`config.mk`:
```
export PLATFORM = sky130hd
export DESIGN_NAME = gs_pipe_ctrl
export DESIGN_NICKNAME = d
export VERILOG_FILES = /design/src/rtl/gs_pipe_ctrl.sv
export SDC_FILE = /design/constraint.sdc
export NUM_CORES = 1
export LEC_CHECK = 0
export CAP_MARGIN = 20
export CORE_UTILIZATION = 39
export CTS_CLUSTER_DIAMETER = 200
export DETAILED_ROUTE_END_ITERATION = 8
export PLACE_DENSITY = 0.78
export SLEW_MARGIN = 5
export SYNTH_ARGS = -nofsm -noshare
export SYNTH_HDL_FRONTEND = slang
export SYNTH_SLANG_ARGS = --single-unit
```
`constraint.sdc`:
```
create_clock -name clk -period 2.5 [get_ports clk]
set_input_delay 0.5 -clock clk [delete_from_list [all_inputs] [get_ports clk]]
set_output_delay 0.5 -clock clk [all_outputs]
set_load 0.05 [all_outputs]
```
`src/rtl/gs_pipe_ctrl.sv`:
```
// rtl/gs_pipe_ctrl.sv - hazard, stall, flush and debug-halt sequencing for the 5-stage GS pipeline
module gs_pipe_ctrl #(
  parameter int MEM_TIMEOUT = 64,
  parameter int CNT_W       = 16
) (
  input  logic             clk,
  input  logic             rst,
  input  logic             id_valid_i,
  input  logic [4:0]       id_rs1_addr_i,
  input  logic [4:0]       id_rs2_addr_i,
  input  logic             id_uses_rs2_i,
  input  logic             ex_valid_i,
  input  logic             ex_MemRead_i,
  input  logic             ex_MemWrite_i,
  input  logic [4:0]       ex_rd_addr_i,
  input  logic [1:0]       ex_PCSrc_i,
  input  logic             ex_br_taken_i,
  input  logic [31:0]      ex_br_addr_i,
  input  logic [31:0]      ex_uncod_jump_addr_i,
  input  logic             lsu_ready_i,
  input  logic             dbg_halt_req_i,
  input  logic             dbg_resume_i,
  input  logic             cnt_clr_i,
  output logic             halt_if_o,
  output logic             halt_id_o,
  output logic             halt_ex_o,
  output logic             flush_id_o,
  output logic             flush_ex_o,
  output logic             redirect_o,
  output logic [31:0]      redirect_addr_o,
  output logic             dbg_halted_o,
  output logic             mem_err_o,
  output logic [CNT_W-1:0] stall_cnt_o,
  output logic [CNT_W-1:0] flush_cnt_o
);

  localparam int TW = $clog2(MEM_TIMEOUT);
  localparam logic [TW-1:0] TIMER_LAST = TW'(MEM_TIMEOUT - 1);

  typedef enum logic [1:0] {RUN, MEM_WAIT, DBG_HALT} state_t;

  state_t           state, state_n;
  logic [TW-1:0]    timer, timer_n;
  logic             mem_err_q, err_set;
  logic [CNT_W-1:0] stall_cnt, flush_cnt;
  logic             mem_ev, redir_ev, lu_ev;

  assign mem_ev   = ex_valid_i & (ex_MemRead_i | ex_MemWrite_i);
  assign redir_ev = ex_valid_i & (((ex_PCSrc_i == 2'b01) & ex_br_taken_i) | (ex_PCSrc_i == 2'b10));
  assign lu_ev    = ex_valid_i & ex_MemRead_i & (ex_rd_addr_i != 5'd0) & id_valid_i &
                    ((ex_rd_addr_i == id_rs1_addr_i) |
                     (id_uses_rs2_i & (ex_rd_addr_i == id_rs2_addr_i)));

  always_comb begin
    state_n         = state;
    timer_n         = timer;
    err_set         = 1'b0;
    halt_if_o       = 1'b0;
    halt_id_o       = 1'b0;
    halt_ex_o       = 1'b0;
    flush_id_o      = 1'b0;
    flush_ex_o      = 1'b0;
    redirect_o      = 1'b0;
    redirect_addr_o = 32'd0;
    dbg_halted_o    = 1'b0;
    case (state)
      RUN: begin
        if (mem_ev && !lsu_ready_i) begin
          halt_if_o = 1'b1;
          halt_id_o = 1'b1;
          halt_ex_o = 1'b1;
          state_n   = MEM_WAIT;
          timer_n   = '0;
        end else if (redir_ev) begin
          // ID holds a wrong-path instruction, so any load-use match there is moot
          redirect_o      = 1'b1;
          flush_id_o      = 1'b1;
          flush_ex_o      = 1'b1;
          redirect_addr_o = (ex_PCSrc_i == 2'b01) ? ex_br_addr_i : ex_uncod_jump_addr_i;
        end else if (lu_ev) begin
          halt_if_o  = 1'b1;
          halt_id_o  = 1'b1;
          flush_ex_o = 1'b1;
        end else if (dbg_halt_req_i) begin
          state_n = DBG_HALT;
        end
      end
      MEM_WAIT: begin
        if (lsu_ready_i) begin
          state_n = RUN;
        end else if (timer == TIMER_LAST) begin
          // abandon the stuck access: bubble EX and let the rest of the pipe resume
          halt_if_o  = 1'b1;
          halt_id_o  = 1'b1;
          flush_ex_o = 1'b1;
          err_set    = 1'b1;
          state_n    = RUN;
        end else begin
          halt_if_o = 1'b1;
          halt_id_o = 1'b1;
          halt_ex_o = 1'b1;
          timer_n   = timer + 1'b1;
        end
      end
      DBG_HALT: begin
        if (dbg_resume_i) begin
          state_n = RUN;
        end else begin
          halt_if_o    = 1'b1;
          halt_id_o    = 1'b1;
          halt_ex_o    = 1'b1;
          dbg_halted_o = 1'b1;
        end
      end
      default: state_n = RUN;
    endcase
    if (rst) begin
      state_n         = RUN;
      err_set         = 1'b0;
      halt_if_o       = 1'b0;
      halt_id_o       = 1'b0;
      halt_ex_o       = 1'b0;
      flush_id_o      = 1'b0;
      flush_ex_o      = 1'b0;
      redirect_o      = 1'b0;
      redirect_addr_o = 32'd0;
      dbg_halted_o    = 1'b0;
    end
  end

  always_ff @(posedge clk) begin
    if (rst) begin
      state     <= RUN;
      timer     <= '0;
      mem_err_q <= 1'b0;
      stall_cnt <= '0;
      flush_cnt <= '0;
    end else begin
      state     <= state_n;
      timer     <= timer_n;
      mem_err_q <= mem_err_q | err_set;
      if (cnt_clr_i)
        stall_cnt <= '0;
      else if (halt_if_o && (stall_cnt != {CNT_W{1'b1}}))
        stall_cnt <= stall_cnt + 1'b1;
      if (cnt_clr_i)
        flush_cnt <= '0;
      else if (redirect_o && (flush_cnt != {CNT_W{1'b1}}))
        flush_cnt <= flush_cnt + 1'b1;
    end
  end

  assign mem_err_o   = mem_err_q & ~rst;
  assign stall_cnt_o = rst ? '0 : stall_cnt;
  assign flush_cnt_o = rst ? '0 : flush_cnt;

endmodule

```
==> metrics.txt, run 1 <==
critical path required time 2.00 ns; Setup crit end kind primary output; pin count of the biggest net entering global routing 37; Sink Count 41; Mapped Area 2990 µm²; Leakage 0.00224 µW; Filler cells 502; First DRT Iteration DRCs 156; clock skew 0.00660 ns; total track usage 27.5%; DRT Pass-1 Iters 5; endpoints failing hold 0; Synth Instances 415; Slew @ Worst Pin 0.622 ns; Antenna diodes 0; Initial Util 40.8%; P per Cell Area 309 nW/µm²; minimum clock period 2.46 ns; CP max FO 3; Max VDD drop 0.248 mV; post-route cell area 5850 µm²; Residual DRC 0; GR peak layer met2; top_reg_cell synth dfxtp_1; Synth Register Bits 41; vias in the first global route 3605; final hold slack 0.480 ns; status completed; Multi-input gate area 2450 µm²; Global Route met3 Usage 7.11%; Area Growth Syn to Fin 95.5%; port bufs 164; max-slew violations 0; final-report setup violation count 0; latest clock arrival within the worst-skew pair 0.29 ns; io pins 165; Synthesized Nets 511; Overflow after GRT 0; via count 3815; H-tree levels 2; placeable core area 7330 µm²; die area 8020 µm²; Slew HR 58.4%; Async SR Flop Fraction 0%; synthesized area per cell 7.21 µm²; wire length of the first global-routing pass 17.2 mm; WS Path Type in -> out; Fmax 407 MHz; site row count 31; Worst-path clk slew 0.08 ns; Startpoint Class input port; total CTS buffers 5; crit path DAT 1.96 ns; Synth cell types 52; EDFF count, synth 0; MaxCap Viol Count 0; number of vias per cell 5.44; met2 Use GR 51.0%; Cell Area, Placed 5450 µm²; share of cells above drive strength 1 31.4%; Min-Delay Path Class reg -> reg; WL per Instance 16.5 µm; worst r2r src stall_cnt[0]; final worst-path cycle share 98.2%; Design Power 1810 µW; initial antenna violation count 0; Die H 89.6 µm; final WL 11.6 mm; Critical Path Start dbg_resume_i; Final ANT Viol Nets 0; final cell count without fillers 701; Post-DP HPWL 8.49 mm; # nets final 697; met1 Use GR 29.9%; CTS tree done; clk buf depth 2; Inst Count DP 685; share of the yosys chip area belonging to registers 27.4%; Syn. warnings 0; clk root buf clkbuf_8; Final GP Congestion 0.831; hold wc startpoint mem_err_q; Die Wd 89.6 µm; Reg area 821 µm²; setup repair after global routing missed its margin no
through the flow:
step	setup WS [ns]	setup TNS (ns)	util, %
2_1_floorplan	-0.162	-0.683	-
5_1_grt	0.00604	0	79.8
3_3_place_gp	-0.444	-17.82	74.4
6_report	0.0440	0	79.8
4_1_cts	0.00291	0	79.2
3_5_place_dp	-0.470	-19.26	74.4
power breakdown:
group          internal (µW)  switching [µW]  total [µW]
clock                    325             243         568
sequential               656            2.77         658
combinational            291             290         582
worst max-delay path, cell delays in order:
cell and delay (ns):
clkdlybuf4s50_1 0.44, or3b_2 0.50, a31oi_2 0.21, a41o_4 0.16
buf_12 0.14
logic make-up after synthesis:
logic type / count (synthesis) / synth area share, %
AOI/OAI and AO/OA: 79 / 16.5
xor gates and xnor gates: 27 / 7.91
adders and majority gates: 3 / 1.26
buffers and inverters: 32 / 5.52
DFF: 41 / 27.4
muxes: 3 / 1.00
and+or+nand+nor: 230 / 40.3
synth_stat cells (4+ instances only):
cell,number,area (µm²)
nor2b_1,33,206
nand4_1,12,75.1
inv_1,6,22.5
or4_1,6,45.0
o31ai_1,4,30.0
nand3_1,16,80.1
xor2_1,14,123
a21oi_1,50,250
o21ai_1,8,40.0
or3_1,11,68.8
dfxtp_1,41,821
nand2_1,82,308
nor3_1,5,25.0
and4_1,5,43.8
clkbuf_1,17,63.8
xnor2_1,13,114
nor2_1,32,120
nand4b_1,4,35.0
worst paths after layout:
path	cells after the start	slack, ns	endpoint
setup / recovery	5	0.04	halt_if_o
hold / removal	2	0.48	mem_err_q
setup reg to reg	8	0.21	stall_cnt[0]
hold reg to reg	2	0.48	mem_err_q
sequential cells by signal (all words and copies together), names as in the netlist:
register and flops:
flush_cnt 16, stall_cnt 16, timer 6, state 2
mem_err_q 1
what timing repair did:
action | in CTS | in global routing
gates cloned | 1 | 0
hold buffers | 0 | 0
resized for setup | 55 | 19
setup buffers | 7 | 0
setup endpoints to repair | 41 | 38
pin swaps | 12 | 11
final cells by class:
class | instances | area share, %
Clock inverter | 2 | 0.642
Sequential cell | 41 | 14.0
Timing Repair Buffer | 205 | 39.4
Tap cell | 99 | 2.12
Multi-Input combinational cell | 342 | 41.9
Clock buffer | 6 | 1.41
Inverter | 6 | 0.449
per-layer routing:
| metal | vias to the layer above | wire, µm |
|---|---|---|
| met4 | 0 | 377 |
| met1 | 1804 | 4220 |
| met3 | 30 | 950 |
| li1 | 1823 | - |
| met2 | 158 | 6050 |
| met5 | - | 0 |
cells in the final DEF, fill, tap and decap left out, types with 3 or more instances in the layout:
master / n
nand2_1: 80
clkdlybuf4s50_1: 70
buf_4: 65
buf_12: 42
dfxtp_1: 41
nor2b_1: 32
nor2_1: 31
a21oi_4: 30
a21oi_1: 17
nand3_1: 16
xor2_1: 14
nand4_1: 12
dlygate4sd2_1: 11
xnor2_1: 10
or3_1: 10
o21ai_1: 7
clkbuf_8: 6
inv_1: 5
nor3_1: 5
and4_1: 5
or4_1: 5
dlymetal6s2s_1: 5
nand4b_1: 4
o31ai_1: 4
buf_6: 4
a21oi_2: 3
xnor2_2: 3
and3_1: 3
o21a_1: 3
mux2i_1: 3
and2_1: 3
nor4_1: 3
ha_1: 3
clkbuf_2: 3
buf_2: 3
(Power assumes the default switching activity.)
==> run 2: changes to the inputs <==
--- a/config.mk
+++ b/config.mk
@@ -6,6 +6,7 @@
 export NUM_CORES = 1
 export LEC_CHECK = 0
 export CAP_MARGIN = 20
+export CORE_ASPECT_RATIO = 1.5
 export CORE_UTILIZATION = 39
 export CTS_CLUSTER_DIAMETER = 200
 export DETAILED_ROUTE_END_ITERATION = 8
==> run 2 against run 1 <==
The run now ends with negative setup slack left. Non-clock buffer count down 4. Sequential share of layout area up 0.11 points. Clock power down 21%. Worst hold slack worse by 0.0058 ns. Total power down 6.2%. First-iteration DRC count down 55%. Largest cell class unchanged.
==> metrics.txt, run 2 (synthesized netlist as in run 1, its figures left out) <==
clk root buf clkbuf_8; placeable core area 7320 µm² (-0.12%); Sink Count 41 (unchanged); most common cell after layout, fill and taps aside nand2_1; clk buf depth 2 (unchanged); worst setup margin -0.00812 ns (-0.0521 ns); final cell count without fillers 697 (-0.57%); Hold Path Stages 2 (unchanged); wire length of the first global-routing pass 17.4 mm (+1.5%); WL per Instance 16.3 µm (-1.3%); Overflow after GRT 0 (unchanged); Antenna diodes 0 (unchanged); Critical Path Start id_rs2_addr_i[2]; endpoints failing hold 0 (unchanged); worst path cell trace clkdlybuf4s50_1 > xnor2_1 > nand4_1 > o22ai_4 > buf_4 > a41o_4 > buf_12; final WL 11.4 mm (-1.9%); Fmax 399 MHz (-2.1%); Setup crit end kind primary output; MaxCap Viol Count 0 (unchanged); Final GP Congestion 0.831 (-0.11%); Slew @ Worst Pin 0.679 ns (+0.0572 ns); P per Cell Area 292 nW/µm² (-5.6%); total track usage 28.0% (+0.49 points); Final ANT Viol Nets 0 (unchanged); post-route cell area 5810 µm² (-0.60%); failing checks negative setup slack; CP max FO 3 (unchanged); Post-DP HPWL 8.32 mm (-2.1%); Slew HR 54.6% (-3.8 points); Leakage 0.00222 µW (-0.82%); final hold slack 0.475 ns (-0.00583 ns); site row count 38 (+23%); final-report setup violation count 2 (+2); initial antenna violation count 0 (unchanged); vias in the first global route 3645 (+1.1%); share of cells above drive strength 1 30.7% (-0.74 points); Post-CTS Hold Fix Bufs 0 (unchanged); worst min-delay path endpoint mem_err_q; Min-Delay Path Class reg -> reg; CP bufs+invs 3 (+1); Die Wd 73.5 µm (-18%); critical path required time 2.00 ns (about the same); status finished with violations; Die H 109 µm (+22%); Worst-path clk slew 0.07 ns (about the same); number of vias per cell 5.32 (-2.2%); Inst Count DP 678 (-1.0%); port bufs 164 (unchanged); latest clock arrival within the worst-skew pair 0.30 ns (about the same); worst slack at placement -0.469 ns (+0.000724 ns); Cell Area, Placed 5410 µm² (-0.85%); delay-heaviest family, CP buffers and inverters; max-slew violations 0 (unchanged); Residual DRC 0 (unchanged); H-tree levels 2 (unchanged); reg-to-reg slack, setup 0.27 ns (+0.06 ns); io pins 165 (unchanged); Area Growth Syn to Fin 94.4%; First DRT Iteration DRCs 70 (-55%); most frequent cells in the layout 81 x nand2_1, 75 x clkdlybuf4s50_1, 61 x buf_4, 45 x buf_12, 40 x dfxtp_1; clock skew 0.00693 ns (+0.000329 ns); DRT Pass-1 Iters 4 (-1); total CTS buffers 5 (unchanged); setup TNS -0.0158 ns (-0.0158 ns); WS Path Type in -> out; Critical-path top delay cell clkdlybuf4s50_1; via count 3710 (-2.8%); setup repair after global routing missed its margin yes; die area 8030 µm² (about the same); Max VDD drop 0.305 mV (+23%); reg-to-reg endpoint stall_cnt[1]; final worst-path cycle share 100% (+2.1 points); # nets final 693 (-0.57%); Reg2Reg Depth 7 (-1); Startpoint Class input port; CTS tree done; worst r2r src stall_cnt[0]; crit path DAT 2.01 ns (+0.05 ns); Initial Util 40.8% (+0.049 points); minimum clock period 2.51 ns (+0.0521 ns); hold wc startpoint mem_err_q; Largest regs flush_cnt: 16 flops, stall_cnt: 16 flops, timer: 6 flops; CP peak stage delay 0.48 ns (-0.02 ns); pin count of the biggest net entering global routing 33 (-11%)
## run 2: layout make-up
type	instances	area (µm²)
inverters	6	26.3
well taps	100	125
multi-input cells	342	2410
clock buffers	6	82.6
clock inverters	1	7.51
flip-flops and latches	41	822
fillers	511	1510
repair buffers	201	2330
## run 2: worst min-delay path: cells and delay by family, from the launching register on
kind	cells	cell delay, ns
DFF	1	0.33
and+or+nand+nor	2	0.12
## run 2: repair_timing
action	CTS	global route
resized for setup	50	13
pin swaps	9	10
gates cloned	2	0
buffers inserted	11	0
setup endpoints to repair	38	16
## run 2: how the worst max path moves through the flow
stage	slack [ns]	cells past startpoint	to
after global placement	-0.46	7	redirect_addr_o[31]
after floorplan	-0.16	6	redirect_addr_o[0]
after CTS	-0.01	9	redirect_addr_o[20]
final	-0.008	7	halt_if_o
after detailed placement	-0.47	7	redirect_addr_o[31]
after global routing	-0.11	8	flush_ex_o
## run 2: power breakdown
group	switching (µW)	internal, µW	leakage (µW)
combinational	283	300	0.00185
clock	233	218	0.0000433
sequential	6.01	656	0.000331
total	522	1170	0.00222
## run 2: stage by stage
stage,util (%),power (µW)
3_5_place_dp,73.8,1210
6_report,79.4,1700
2_1_floorplan,-,929
3_3_place_gp,73.8,1200
5_1_grt,79.4,1760
4_1_cts,79.1,1700
## run 2: per-layer routing
metal / vias to the layer above / share of wire [%] / track usage [%]
li1: 1810 / - / -
met1: 1723 / 37 / 28.7
met2: 147 / 52 / 52.4
met3: 30 / 7.9 / 6.84
met4: 0 / 3.2 / 12.4
met5: - / 0 / 0
